<file path="src/rtl/serial_rx_wb.sv">
`default_nettype none
// ============================================================================
// Module      : serial_rx_wb
// Description : UART receiver with a small receive FIFO, exposed as a
//               two-register Wishbone (pipelined-mode) slave.
//               DATA   (addr bit2 = 0): {not_empty, 23'b0, char[7:0]}, pops
//               STATUS (addr bit2 = 1): {16'b0, count, 5'b0, frame_err,
//                                        overrun, not_empty}
//               Write STATUS bit1 clears overrun, bit2 clears frame_err.
//               Optional macro SERIAL_RX_SYNC_EN inserts a 2-flop input
//               synchronizer on uart_rx (2 cycles extra latency).
//               Count field is 8 bits wide, so DEPTH is limited to 128.
// Revision    : 1.0 - initial release
// ============================================================================
module serial_rx_wb #(
    parameter int DIVIDE = 2,
    parameter int FRAME  = 8,
    parameter int DEPTH  = 4
) (
    input  logic        clk,
    input  logic        rst,
    input  logic        uart_rx,
    input  logic [31:0] wb_addr,
    input  logic [31:0] wb_data_w,
    output logic [31:0] wb_data_r,
    input  logic        wb_we,
    input  logic        wb_stb,
    input  logic        wb_cyc,
    output logic        wb_ack,
    output logic        wb_stall
);

    localparam int               c_aw        = $clog2(DEPTH);
    localparam int               c_cw        = c_aw + 1;
    localparam logic [15:0]      c_div_last  = 16'(DIVIDE - 1);
    localparam logic [15:0]      c_half_last = 16'(DIVIDE / 2 - 1);
    localparam logic [3:0]       c_frame_last = 4'(FRAME - 1);
    localparam logic [c_cw-1:0]  c_depth     = c_cw'(DEPTH);
    localparam logic [c_cw-1:0]  c_cnt_one   = c_cw'(1);
    localparam logic [c_aw-1:0]  c_ptr_one   = c_aw'(1);

    localparam logic [2:0] c_idle  = 3'd0;
    localparam logic [2:0] c_start = 3'd1;
    localparam logic [2:0] c_data  = 3'd2;
    localparam logic [2:0] c_stop  = 3'd3;
    localparam logic [2:0] c_break = 3'd4;

    logic             w_rx;
    logic [2:0]       r_state, w_state_next;
    logic [15:0]      r_div;
    logic [3:0]       r_bit;
    logic [FRAME-1:0] r_shift;
    logic             w_sample, w_shift_en, w_push, w_frame_set;

    logic [7:0]       r_mem [DEPTH];
    logic [c_aw-1:0]  r_wr_ptr, r_rd_ptr;
    logic [c_cw-1:0]  r_count;
    logic             r_overrun, r_frame_err;
    logic             r_ack;
    logic [31:0]      r_data_r;

    logic w_req, w_rd_data, w_rd_stat, w_wr_stat;
    logic w_empty, w_full, w_pop, w_wr, w_ovr_set;
    logic w_unused_bits;

`ifdef SERIAL_RX_SYNC_EN
    logic r_sync1, r_sync2;

    // Two-flop synchronizer; idles high so reset never looks like a start bit
    always_ff @(posedge clk) begin
        if (rst) begin
            r_sync1 <= 1'b1;
            r_sync2 <= 1'b1;
        end else begin
            r_sync1 <= uart_rx;
            r_sync2 <= r_sync1;
        end
    end
    assign w_rx = r_sync2;
`else
    assign w_rx = uart_rx;
`endif

    // Receiver state register
    always_ff @(posedge clk) begin
        if (rst) r_state <= c_idle;
        else     r_state <= w_state_next;
    end

    // Next-state and sample-point decode
    always_comb begin
        w_state_next = r_state;
        w_sample     = 1'b0;
        w_shift_en   = 1'b0;
        w_push       = 1'b0;
        w_frame_set  = 1'b0;
        case (r_state)
            c_idle: begin
                if (!w_rx) w_state_next = c_start;
            end
            c_start: begin
                if (r_div == c_half_last) begin
                    w_sample     = 1'b1;
                    w_state_next = w_rx ? c_idle : c_data;
                end
            end
            c_data: begin
                if (r_div == c_div_last) begin
                    w_sample   = 1'b1;
                    w_shift_en = 1'b1;
                    if (r_bit == c_frame_last) w_state_next = c_stop;
                end
            end
            c_stop: begin
                if (r_div == c_div_last) begin
                    w_sample = 1'b1;
                    if (w_rx) begin
                        w_push       = 1'b1;
                        w_state_next = c_idle;
                    end else begin
                        w_frame_set  = 1'b1;
                        w_state_next = c_break;
                    end
                end
            end
            c_break: begin
                if (w_rx) w_state_next = c_idle;
            end
            default: w_state_next = c_idle;
        endcase
    end

    // Divide counter, bit counter and LSB-first shift register
    always_ff @(posedge clk) begin
        if (rst) begin
            r_div   <= 16'd0;
            r_bit   <= 4'd0;
            r_shift <= '0;
        end else begin
            if ((r_state == c_start || r_state == c_data || r_state == c_stop) && !w_sample)
                r_div <= r_div + 16'd1;
            else
                r_div <= 16'd0;
            if (w_shift_en) begin
                r_bit   <= r_bit + 4'd1;
                r_shift <= {w_rx, r_shift[FRAME-1:1]};
            end else if (r_state != c_data) begin
                r_bit <= 4'd0;
            end
        end
    end

    assign w_req     = wb_stb & wb_cyc;
    assign w_rd_data = w_req & ~wb_we & ~wb_addr[2];
    assign w_rd_stat = w_req & ~wb_we &  wb_addr[2];
    assign w_wr_stat = w_req &  wb_we &  wb_addr[2];
    assign w_empty   = (r_count == '0);
    assign w_full    = (r_count == c_depth);
    assign w_pop     = w_rd_data & ~w_empty;
    // A full FIFO still accepts a push when a pop frees the slot this cycle
    assign w_wr      = w_push & (~w_full | w_pop);
    assign w_ovr_set = w_push & w_full & ~w_pop;

    // FIFO storage; contents need no reset because count gates visibility
    always_ff @(posedge clk) begin
        if (w_wr && !rst) r_mem[r_wr_ptr] <= 8'(r_shift);
    end

    // FIFO pointers, occupancy and sticky error flags (set wins over clear)
    always_ff @(posedge clk) begin
        if (rst) begin
            r_wr_ptr    <= '0;
            r_rd_ptr    <= '0;
            r_count     <= '0;
            r_overrun   <= 1'b0;
            r_frame_err <= 1'b0;
        end else begin
            if (w_wr)  r_wr_ptr <= r_wr_ptr + c_ptr_one;
            if (w_pop) r_rd_ptr <= r_rd_ptr + c_ptr_one;
            if (w_wr && !w_pop)      r_count <= r_count + c_cnt_one;
            else if (w_pop && !w_wr) r_count <= r_count - c_cnt_one;
            r_overrun   <= (r_overrun   & ~(w_wr_stat & wb_data_w[1])) | w_ovr_set;
            r_frame_err <= (r_frame_err & ~(w_wr_stat & wb_data_w[2])) | w_frame_set;
        end
    end

    // Registered Wishbone response; data is zero whenever ack is low
    always_ff @(posedge clk) begin
        if (rst) begin
            r_ack    <= 1'b0;
            r_data_r <= 32'd0;
        end else begin
            r_ack <= w_req;
            if (w_rd_data && !w_empty)
                r_data_r <= {1'b1, 23'd0, r_mem[r_rd_ptr]};
            else if (w_rd_stat)
                r_data_r <= {16'd0, 8'(r_count), 5'd0, r_frame_err, r_overrun, ~w_empty};
            else
                r_data_r <= 32'd0;
        end
    end

    assign wb_ack    = r_ack;
    assign wb_data_r = r_data_r;
    assign wb_stall  = 1'b0;

    assign w_unused_bits = ^{wb_addr[31:3], wb_addr[1:0], wb_data_w[31:3], wb_data_w[0]};

endmodule
`default_nettype wire
</file>
<file path="config.mk">
export PLATFORM = sky130hd
export DESIGN_NAME = serial_rx_wb
export DESIGN_NICKNAME = d
export VERILOG_FILES = /design/src/rtl/serial_rx_wb.sv
export SDC_FILE = /design/constraint.sdc
export NUM_CORES = 1
export LEC_CHECK = 0
export BUFFER_PORTS_ARGS = -buffer_cell sky130_fd_sc_hd__buf_2
export CELL_PAD_IN_SITES_DETAIL_PLACEMENT = 1
export CELL_PAD_IN_SITES_GLOBAL_PLACEMENT = 1
export CORE_UTILIZATION = 35
export CTS_BUF_LIST = sky130_fd_sc_hd__clkbuf_4
export DETAILED_ROUTE_END_ITERATION = 10
export GPL_TIMING_DRIVEN = 1
export PLACE_DENSITY_LB_ADDON = 0.1
export SLEW_MARGIN = 15
export SYNTH_ARGS = -nofsm -noshare
export SYNTH_HDL_FRONTEND = slang
export SYNTH_SLANG_ARGS = --single-unit
</file>
<file path="constraint.sdc">
create_clock -name clk -period 2.6 [get_ports clk]
set_input_delay 0.13 -clock clk [delete_from_list [all_inputs] [get_ports clk]]
set_output_delay 0.13 -clock clk [all_outputs]
set_load 0.01 [all_outputs]
</file>
==> results of run 1 <==
synthesized netlist by cell type (2+ instances only):
cell type	count
a21oi_1	15
buf_4	21
and4_1	3
mux4_2	8
nand3b_1	2
nand3_1	16
nor2_1	15
or4_1	2
nand2b_1	4
nor3_1	15
clkbuf_1	9
and2_1	3
o21ai_0	15
dfxtp_1	55
nand4_1	5
nor3b_1	9
xnor2_1	9
inv_1	11
mux2i_1	3
nor4_1	3
nor4_2	3
nor2b_1	7
a211oi_1	3
buf_2	3
o31ai_1	3
edfxtp_1	32
nand2_1	13
ha_1	9
xor2_1	8
or3_1	7
path summary, 6_finish.rpt:
check,end,cells after the start,slack [ns]
worst max register to register,r_count[2]$_SDFFE_PP0P_,12,0.06
worst min-delay path,r_shift[7]$_SDFFE_PP0P_,3,0.03
worst max-delay path,r_count[2]$_SDFFE_PP0P_,12,0.06
worst min register to register,r_frame_err$_SDFF_PP0_,2,0.49
power groups by stage:
stage | Combinational [mW] | Sequential [mW] | Clock [mW]
final | 0.118 | 1.41 | 0.775
after global routing | 0.130 | 1.41 | 0.867
after CTS | 0.118 | 1.41 | 0.817
after detailed placement | 0.111 | 1.44 | 0
after global placement | 0.110 | 1.44 | 0
after floorplan | 0.0916 | 1.44 | 0
flip-flops by register name (all words and copies together) (netlist names), named ones only:
register,count
r_count,3
r_shift,8
r_rd_ptr,2
r_state,3
r_bit,4
r_mem,32
r_overrun,1
r_wr_ptr,2
r_frame_err,1
wb_data_r,12
r_div,16
wb_ack,1
repair_timing:
action,in CTS,in global routing
hold buffers,5,0
hold endpoints to repair,4,0
pin swaps,2,3
buffers inserted,0,0
gates resized for setup,4,5
endpoints found under the setup margin,1,1
tightest hold or removal path: stages:
cell	delay (ns)
buf_2	0.16
nand3_1	0.08
a21oi_1	0.06
layer usage:
layer,GRT usage,share of wire,up-vias
met5,0,0,-
met4,0.0774,0.022,0
met3,0.0254,0.021,13
met2,0.266,0.50,33
met1,0.189,0.46,1279
li1,-,-,1273
layout make-up:
cell class | count | share of cell area
clock buffer | 9 | 0.0153
clock inverter | 7 | 0.0162
inverter | 11 | 0.00937
multi-input combinational | 220 | 0.360
sequential | 87 | 0.470
tap | 136 | 0.0386
timing repair buffer | 58 | 0.0897
cell families (layout without fill, tap and decap cells):
group | Yosys count | after routing | synth area share
muxes | 12 | 12 | 0.0586
other | 1 | 21 | 0.000993
AOI/OAI and AO/OA | 44 | 44 | 0.0712
buffers and inverters | 45 | 85 | 0.0666
DFF | 87 | 87 | 0.546
xor gates and xnor gates | 17 | 17 | 0.0394
and+or+nand+nor | 116 | 116 | 0.182
adders and majority gates | 10 | 10 | 0.0351
stage by stage:
| step | hold WS (ns) | TNS, ns | instances | util | instance area [um2] |
|---|---|---|---|---|---|
| after CTS | 0.00456 | 0 | 528 | 0.424 | 4390 |
| after global placement | 0.354 | 0 | 507 | 0.404 | 4190 |
| final | 0.0285 | 0 | 528 | 0.425 | 4410 |
| after global routing | 0.0304 | -0.0603 | 528 | 0.425 | 4410 |
| after floorplan | 0.244 | 0 | 352 | - | 3890 |
| after detailed placement | 0.371 | -0.0105 | 507 | 0.404 | 4190 |
==> metrics.yaml, run 1 <==
track_usage: 0.156
critPathSlowestCell: "or3_4"
synth_area_mm2: 0.00378
min_from: "uart_rx"
place_congestion: 0.746
cts_buffers: 9
yosys.area.top_type: "dfxtp_1"
synth_edf_count: 32
die_w_um: 106
grt_setup_unrepaired: "true"
peakVddDrop_mv: 0.187
ant_nets: 0
layout_commonest_cell: "dfxtp_1"
seq_area_frac_synth: 0.546
seq_power_share: 0.612
area_delta_synth_final_pct: 16.7
post-synth-top-area-fraction: 0.292
regArea_mm2: 0.00207
post_drt_wl_per_cell_um: 14.9
multi_input_area_mm2: 0.00159
io_pins: 104
clk_pin_slew_worst_paths_ns: 0.14
p_total_mw: 2.30
viasPerCell: 4.92
combPwrFrac: 0.051
power_density_mw_per_mm2: 522
setup_viol: 0
cp_cell_sequence: "inv_2, ha_2, nor3b_4, nand4_4, or3_4, inv_2, ha_2, inv_1, fa_2, xor2_1, or3_1, a21oi_1"
grt_pass1_wl_mm: 13.3
cts_root_buffer: "clkbuf_4"
core_area_mm2: 0.0104
first_pass_iters: 4
timing.rr.start: "r_div[1]$_SDFF_PP0_"
synth_area_leaders: "dfxtp_1, edfxtp_1, mux4_2"
die_height_um: 106
start_util: 0.364
diodes: 0
async_reset_ff_frac: 0
crit_start: "r_div[1]$_SDFF_PP0_"
hold_path.class: "primary input to register"
internal_power_mw: 1.74
tightest_slew_ns: 0.561
overflow: 0
cp_data_arrival_time_ns: 2.92
slowest_delay_ns: 0.36
critical_path_buf_inv_count: 3
fill_cells: 1161
finalMaxSlewViolations: 0
synth_ff_type: "dfxtp_1"
drv_cap: 0
core.rowCount: 37
clk_latency_ns: 0.43
endpoint_kind: "register"
p_sw_uw: 561
synth.distinct_cells: 51
critPathLaunchType: "register"
syn_area_per_cell_um2: 11.4
dieArea_mm2: 0.0112
power.share.switching: 0.244
relSlewSlack: 0.626
port-buffer-count: 21
drive_gt1_frac: 0.263
cts_max_path_buffers: 2
skew_ns: 0.0122
pwr-share-clk: 0.337
period_share: 0.975
drt_iter0_drc: 62
crit_required_ns: 2.98
cts_sinks: 87
crit_path_max_fanout: 2
grt_start_max_net_pins: 27
path_class: "register to register"
vias: 2598
fmax_mhz: 394
crit_family: "simple AND/OR/NAND/NOR gates"
worst_slack_ns: 0.0644
place_ws_ns: -0.0105
netlist_instances: 332
yosysWarningCount: 0
finalCriticalPeriod_ns: 2.54
route.detailed.drc: 0
wl_mm: 7.84
hold_viol_final: 0
grt_pass1_vias: 2712
dp_hpwl_mm: 5.49
antenna_found_initial: 0
cts_tree: "yes"
ys_ff_latch: 87
fin_nets: 467
outcome: "finished, final reports clean"
leakagePower_nw: 1.58
layout_common_cells: "dfxtp_1, buf_4, edfxtp_1"
htree_levels: 3
(Power assumes the default switching activity.)
==> inputs of run 2 (changes only) <==
CORE_MARGIN = 5   (was unset)
==> run 2 against run 1 <==
Design area is 2.0% higher. Final cell count is 1.1% higher. Count of clock-buffer cells in the layout stayed put. Sequential share of layout area is 0.89 points lower. Combinational power is 4% lower. First-iteration DRC count is 1.6% lower. Non-clock buffer count is 2 higher. Via count is 0.31% lower. Critical path depth stayed put. Routed wire length is 0.70% higher. Hold slack worse by 0.0029 ns. Global-route usage is 2.8 points lower. Largest cell class unchanged.
==> metrics.yaml, run 2 (synthesis results as in run 1) <==
cts_root_buffer: "clkbuf_4"
crit_path_max_fanout: 2  # unchanged
skew_ns: 0.0176  # +0.00538 ns
leakagePower_nw: 1.61  # +2.1%
outcome: "finished, final reports clean"
area_delta_synth_final_pct: 19.0
post_drt_wl_per_cell_um: 14.8  # -0.43%
drt_iter0_drc: 61  # -1.6%
port-buffer-count: 21  # unchanged
core_area_mm2: 0.0107  # +3.2%
min_to: "r_shift[7]$_SDFFE_PP0P_"
power_density_mw_per_mm2: 539  # +3.1%
hold_path.class: "primary input to register"
cp_data_arrival_time_ns: 2.86  # -0.06 ns
htree_levels: 3  # unchanged
place_congestion: 0.724  # -2.9%
relSlewSlack: 0.624  # -0.00183
cts_sinks: 87  # unchanged
ant_nets: 0  # unchanged
cts_tree: "yes"
clk_pin_slew_worst_paths_ns: 0.15  # about the same
p_total_mw: 2.42  # +5.2%
critPathLaunchType: "register"
tightest_slew_ns: 0.563  # +0.00274 ns
antenna_found_initial: 0  # unchanged
route.detailed.drc: 0  # unchanged
wl_mm: 7.90  # +0.70%
largest_reg_flops: 32  # unchanged
top_register: "r_mem"
layout_common_cells: "dfxtp_1, buf_4, edfxtp_1"
overflow: 0  # unchanged
dp_hpwl_mm: 5.54  # +0.93%
cts_max_path_buffers: 2  # unchanged
timing.rr.start: "r_div[1]$_SDFF_PP0_"
drive_gt1_frac: 0.272  # +0.00882
endpoint_kind: "register"
min_from: "uart_rx"
placedCellCount: 508  # +0.20%
grt_pass1_vias: 2643  # -2.5%
path_class: "register to register"
diodes: 0  # unchanged
grt_start_max_net_pins: 24  # -11%
die_w_um: 114  # +7.6%
core.rowCount: 38  # +2.7%
start_util: 0.353  # -0.0112
hold_depth: 3  # unchanged
period_share: 0.958  # -0.0175
instances_no_fill: 534  # +1.1%
fin_util: 0.420  # -0.00483
clk_latency_ns: 0.43  # about the same
layout_commonest_cell: "dfxtp_1"
peakVddDrop_mv: 0.253  # +35%
finalMaxSlewViolations: 0  # unchanged
drv_cap: 0  # unchanged
grt_pass1_wl_mm: 13.2  # -1.3%
io_pins: 104  # unchanged
first_pass_iters: 4  # unchanged
dieArea_mm2: 0.0130  # +16%
setup_viol: 0  # unchanged
viasPerCell: 4.85  # -1.4%
die_height_um: 114  # +7.6%
cts_buffers: 9  # unchanged
crit_required_ns: 2.97  # about the same
rr_worst_depth: 12  # unchanged
track_usage: 0.128  # -0.0275
r2r_slack_ns: 0.11  # +0.05 ns
hold_ws_ns: 0.0256  # -0.00290 ns
r2r-end: "r_count[2]$_SDFFE_PP0P_"
vias: 2590  # -0.31%
place_ws_ns: -0.00363  # +0.00689 ns
fin_nets: 469  # +0.43%
fmax_mhz: 402  # +1.8%
finalCriticalPeriod_ns: 2.49  # -0.0455 ns
hold_viol_final: 0  # unchanged
worst_slack_ns: 0.110  # +0.0455 ns
-- run 2: cell types whose count changed in the layout (fill, tap and decap cells not counted), moves of 2 or more --
cell           change
ha_4               +2
ha_2               -2
clkinv_1           -2
dlygate4sd3_1      +2
-- run 2: layout make-up --
type                            instances  area, um2
Multi-Input combinational cell        220       1620
Tap cell                              140        175
Sequential cell                        87       2070
Fill cell                            1205       6200
Timing Repair Buffer                   60        415
Inverter                               11       41.3
Clock buffer                            9       67.6
Clock inverter                          7        104
-- run 2: repair_timing --
action,in CTS,in global routing
setup buffers,1,2
hold buffers,7,0
pin swaps,3,6
hold endpoints to repair,7,0
resized for setup,7,7
setup endpoints to repair,1,1
-- run 2: where the power goes --
part           switching [mW]  leakage (nW)  internal [mW]
combinational          0.0734         0.786         0.0401
clock                   0.495        0.0847          0.401
sequential            0.00496         0.744           1.41
total                   0.573          1.61           1.85
-- run 2: metrics by stage --
stage,instance area [um2],setup TNS [ns]
3_5_place_dp,4170,-0.00363
4_1_cts,4450,0
5_1_grt,4490,-0.0142
3_3_place_gp,4170,0
2_1_floorplan,3890,0
6_report,4490,0
-- run 2: critical path, cell delays in order (launching register included) --
cell     delay (ns)
dfxtp_2        0.35
inv_2          0.07
ha_4           0.13
nor3b_4        0.22
nand4_4        0.12
or3_4          0.36
inv_2          0.09
ha_4           0.13
inv_2          0.03
fa_2           0.32
xor2_1         0.15
or3_1          0.35
a21oi_1        0.12
-- run 2: routing by layer --
layer / share of wire / GRT usage / vias to the layer above
li1: - / - / 1279
met1: 0.45 / 0.160 / 1273
met2: 0.51 / 0.219 / 29
met3: 0.026 / 0.0271 / 9
met4: 0.014 / 0.0451 / 0
met5: 0 / 0 / -
-- run 2: worst max-delay path by stage --
stage | startpoint | end | cells past startpoint | slack (ns)
5_1_grt | r_div[1]$_SDFF_PP0_ | r_count[2]$_SDFFE_PP0P_ | 12 | -0.01
6_report | r_div[1]$_SDFF_PP0_ | r_count[2]$_SDFFE_PP0P_ | 12 | 0.11
4_1_cts | r_div[12]$_SDFF_PP0_ | r_count[2]$_SDFFE_PP0P_ | 11 | 0.0002
3_5_place_dp | r_div[1]$_SDFF_PP0_ | r_count[2]$_SDFFE_PP0P_ | 12 | -0.004
2_1_floorplan | r_div[1]$_SDFF_PP0_ | r_count[2]$_SDFFE_PP0P_ | 13 | 0.0008
3_3_place_gp | r_div[1]$_SDFF_PP0_ | r_count[2]$_SDFFE_PP0P_ | 12 | 0.03
==> inputs of run 3 (changes only) <==
CORE_UTILIZATION = 30   (was 35)
==> run 3 against run 2 <==
Count of clock-buffer cells in the layout grew 1. Clock skew is 0.0010 ns higher. Die area rose by 15%. Via count rose by 0.27%. Combinational power is 4% higher. Sequential power about the same. Worst setup slack got worse by 0.023 ns. Sequential share of layout area up 0.20 points. Routed wire length increased by 3.7%. Clock power shrank 18%. Register-to-register slack got worse by 0.02 ns. Fmax decreased by 0.90%. Largest cell class unchanged. Highest routed layer unchanged.
==> metrics.yaml, run 3 (synthesis results as in run 1) <==
outcome: "finished, final reports clean"
grt-busiest-layer: "met2"
area_delta_synth_final_pct: 18.4
route.detailed.drc: 0  # unchanged
cts_tree: "yes"
instances_no_fill: 567  # +6.2%
fmax_mhz: 398  # -0.90%
start_util: 0.303  # -0.0501
placed_cell_area_mm2: 0.00422  # +1.1%
place_ws_ns: 0.0169  # +0.0205 ns
final_cell_area_mm2: 0.00447  # -0.50%
cp_data_arrival_time_ns: 2.89  # +0.03 ns
tightest_slew_ns: 0.576  # +0.0132 ns
period_share: 0.966  # +0.00873
grt_pass1_vias: 2727  # +3.2%
largest_reg_flops: 32  # unchanged
overflow: 0  # unchanged
track_usage: 0.120  # -0.00824
grt_pass1_wl_mm: 13.8  # +4.7%
combPwrFrac: 0.052  # +0.005
layout_commonest_cell: "dfxtp_1"
cts_max_path_buffers: 2  # unchanged
viasPerCell: 4.58  # -5.6%
p_sw_uw: 592  # +3.3%
multi_input_area_mm2: 0.00160  # -0.85%
grt_start_max_net_pins: 31  # +29%
worst_slack_ns: 0.0872  # -0.0227 ns
io_pins: 104  # unchanged
antenna_found_initial: 1  # +1
power_density_mw_per_mm2: 505  # -6.2%
grt_util_met3: 0.0241  # -0.00291
leakagePower_nw: 1.58  # -2.0%
cts_buffers: 9  # unchanged
relSlewSlack: 0.615  # -0.00883
path_class: "register to register"
die_w_um: 122  # +7.3%
regArea_mm2: 0.00207  # about the same
fill_cells: 1384  # +15%
finalCriticalPeriod_ns: 2.51  # +0.0227 ns
clk_latency_ns: 0.45  # +0.02 ns
vias: 2597  # +0.27%
fin_setup_tns_ns: 0  # unchanged
met2_usage: 0.199  # -0.0198
drt_iter0_drc: 87  # +43%
layout_common_cells: "dfxtp_1, buf_4, edfxtp_1"
place_congestion: 0.710  # -2.0%
cts_root_buffer: "clkbuf_4"
grt_setup_unrepaired: "true"
htree_levels: 3  # unchanged
peakVddDrop_mv: 0.159  # -37%
dieArea_mm2: 0.0149  # +15%
fin_nets: 468  # -0.21%
crit_path_max_fanout: 2  # unchanged
core.rowCount: 41  # +7.9%
port-buffer-count: 21  # unchanged
clk_pin_slew_worst_paths_ns: 0.15  # about the same
hold_viol_final: 0  # unchanged
p_total_mw: 2.26  # -6.7%
wl_mm: 8.19  # +3.7%
pwr-share-clk: 0.325  # -0.045
drive_gt1_frac: 0.272  # +0.000691
skew_ns: 0.0187  # +0.00105 ns
first_pass_iters: 4  # unchanged
ant_nets: 0  # unchanged
die_height_um: 122  # +7.3%
dp_hpwl_mm: 5.69  # +2.8%
crit_required_ns: 2.98  # about the same
post_drt_wl_per_cell_um: 14.4  # -2.3%
placedCellCount: 541  # +6.5%
finalMaxSlewViolations: 0  # unchanged
top_register: "r_mem"
seq_power_share: 0.623  # +0.040
endpoint_kind: "register"
power.share.switching: 0.262  # +0.0253
grt_util_met1: 0.148  # -0.0120
hold_path.class: "primary input to register"
critPathLaunchType: "register"
core_area_mm2: 0.0125  # +17%
cts_sinks: 87  # unchanged
drv_cap: 0  # unchanged
setup_viol: 0  # unchanged
internal_power_mw: 1.67  # -9.8%
==> run 3: power by group through the flow <==
stage / sequential, mW / combinational (mW) / clock, mW
after global routing: 1.41 / 0.132 / 0.834
after global placement: 1.44 / 0.108 / 0
after floorplan: 1.44 / 0.0916 / 0
final: 1.41 / 0.117 / 0.733
after CTS: 1.41 / 0.118 / 0.779
after detailed placement: 1.44 / 0.110 / 0
==> run 3: path summary, 6_finish.rpt <==
path | from | end | slack, ns | cells past startpoint
worst max-delay path | r_div[7]$_SDFF_PP0_ | r_count[2]$_SDFFE_PP0P_ | 0.09 | 10
worst min register to register | r_frame_err$_SDFF_PP0_ | r_frame_err$_SDFF_PP0_ | 0.49 | 2
worst min-delay path | rst | r_overrun$_SDFF_PP0_ | 0.13 | 2
worst max register to register | r_div[7]$_SDFF_PP0_ | r_count[2]$_SDFFE_PP0P_ | 0.09 | 10
==> run 3: worst max-delay path, cell delays in order, from the launching register on <==
cell	delay (ns)
dfxtp_2	0.36
nor4_4	0.35
nand4_2	0.15
or3_4	0.41
inv_4	0.07
ha_4	0.12
inv_2	0.03
fa_2	0.32
xor2_1	0.15
or3_1	0.36
a21oi_2	0.11
==> run 3: cell type report <==
cell class | count | share of cell area
Antenna cell | 2 | 0.00112
Clock buffer | 10 | 0.0168
Clock inverter | 6 | 0.0115
Inverter | 11 | 0.00980
Multi-Input combinational cell | 220 | 0.359
Sequential cell | 87 | 0.463
Tap cell | 172 | 0.0481
Timing Repair Buffer | 59 | 0.0907
==> run 3: metrics by stage <==
step,utilization,hold slack [ns]
final,0.359,0.130
after detailed placement,0.338,0.391
after CTS,0.355,0.0992
after global placement,0.338,0.387
after floorplan,-,0.244
after global routing,0.359,0.148
==> run 3: timing repair <==
action | in CTS | in global routing
hold endpoints to repair | 5 | 0
gates cloned | 0 | 0
gates resized for setup | 6 | 7
endpoints found under the setup margin | 1 | 1
hold buffers | 6 | 0
pin swaps | 3 | 6
setup buffers | 1 | 1
==> run 3: layer usage <==
| layer | up-vias | part of all wire |
|---|---|---|
| li1 | 1271 | - |
| met1 | 1287 | 0.45 |
| met2 | 28 | 0.50 |
| met3 | 11 | 0.027 |
| met4 | 0 | 0.022 |
| met5 | - | 0 |
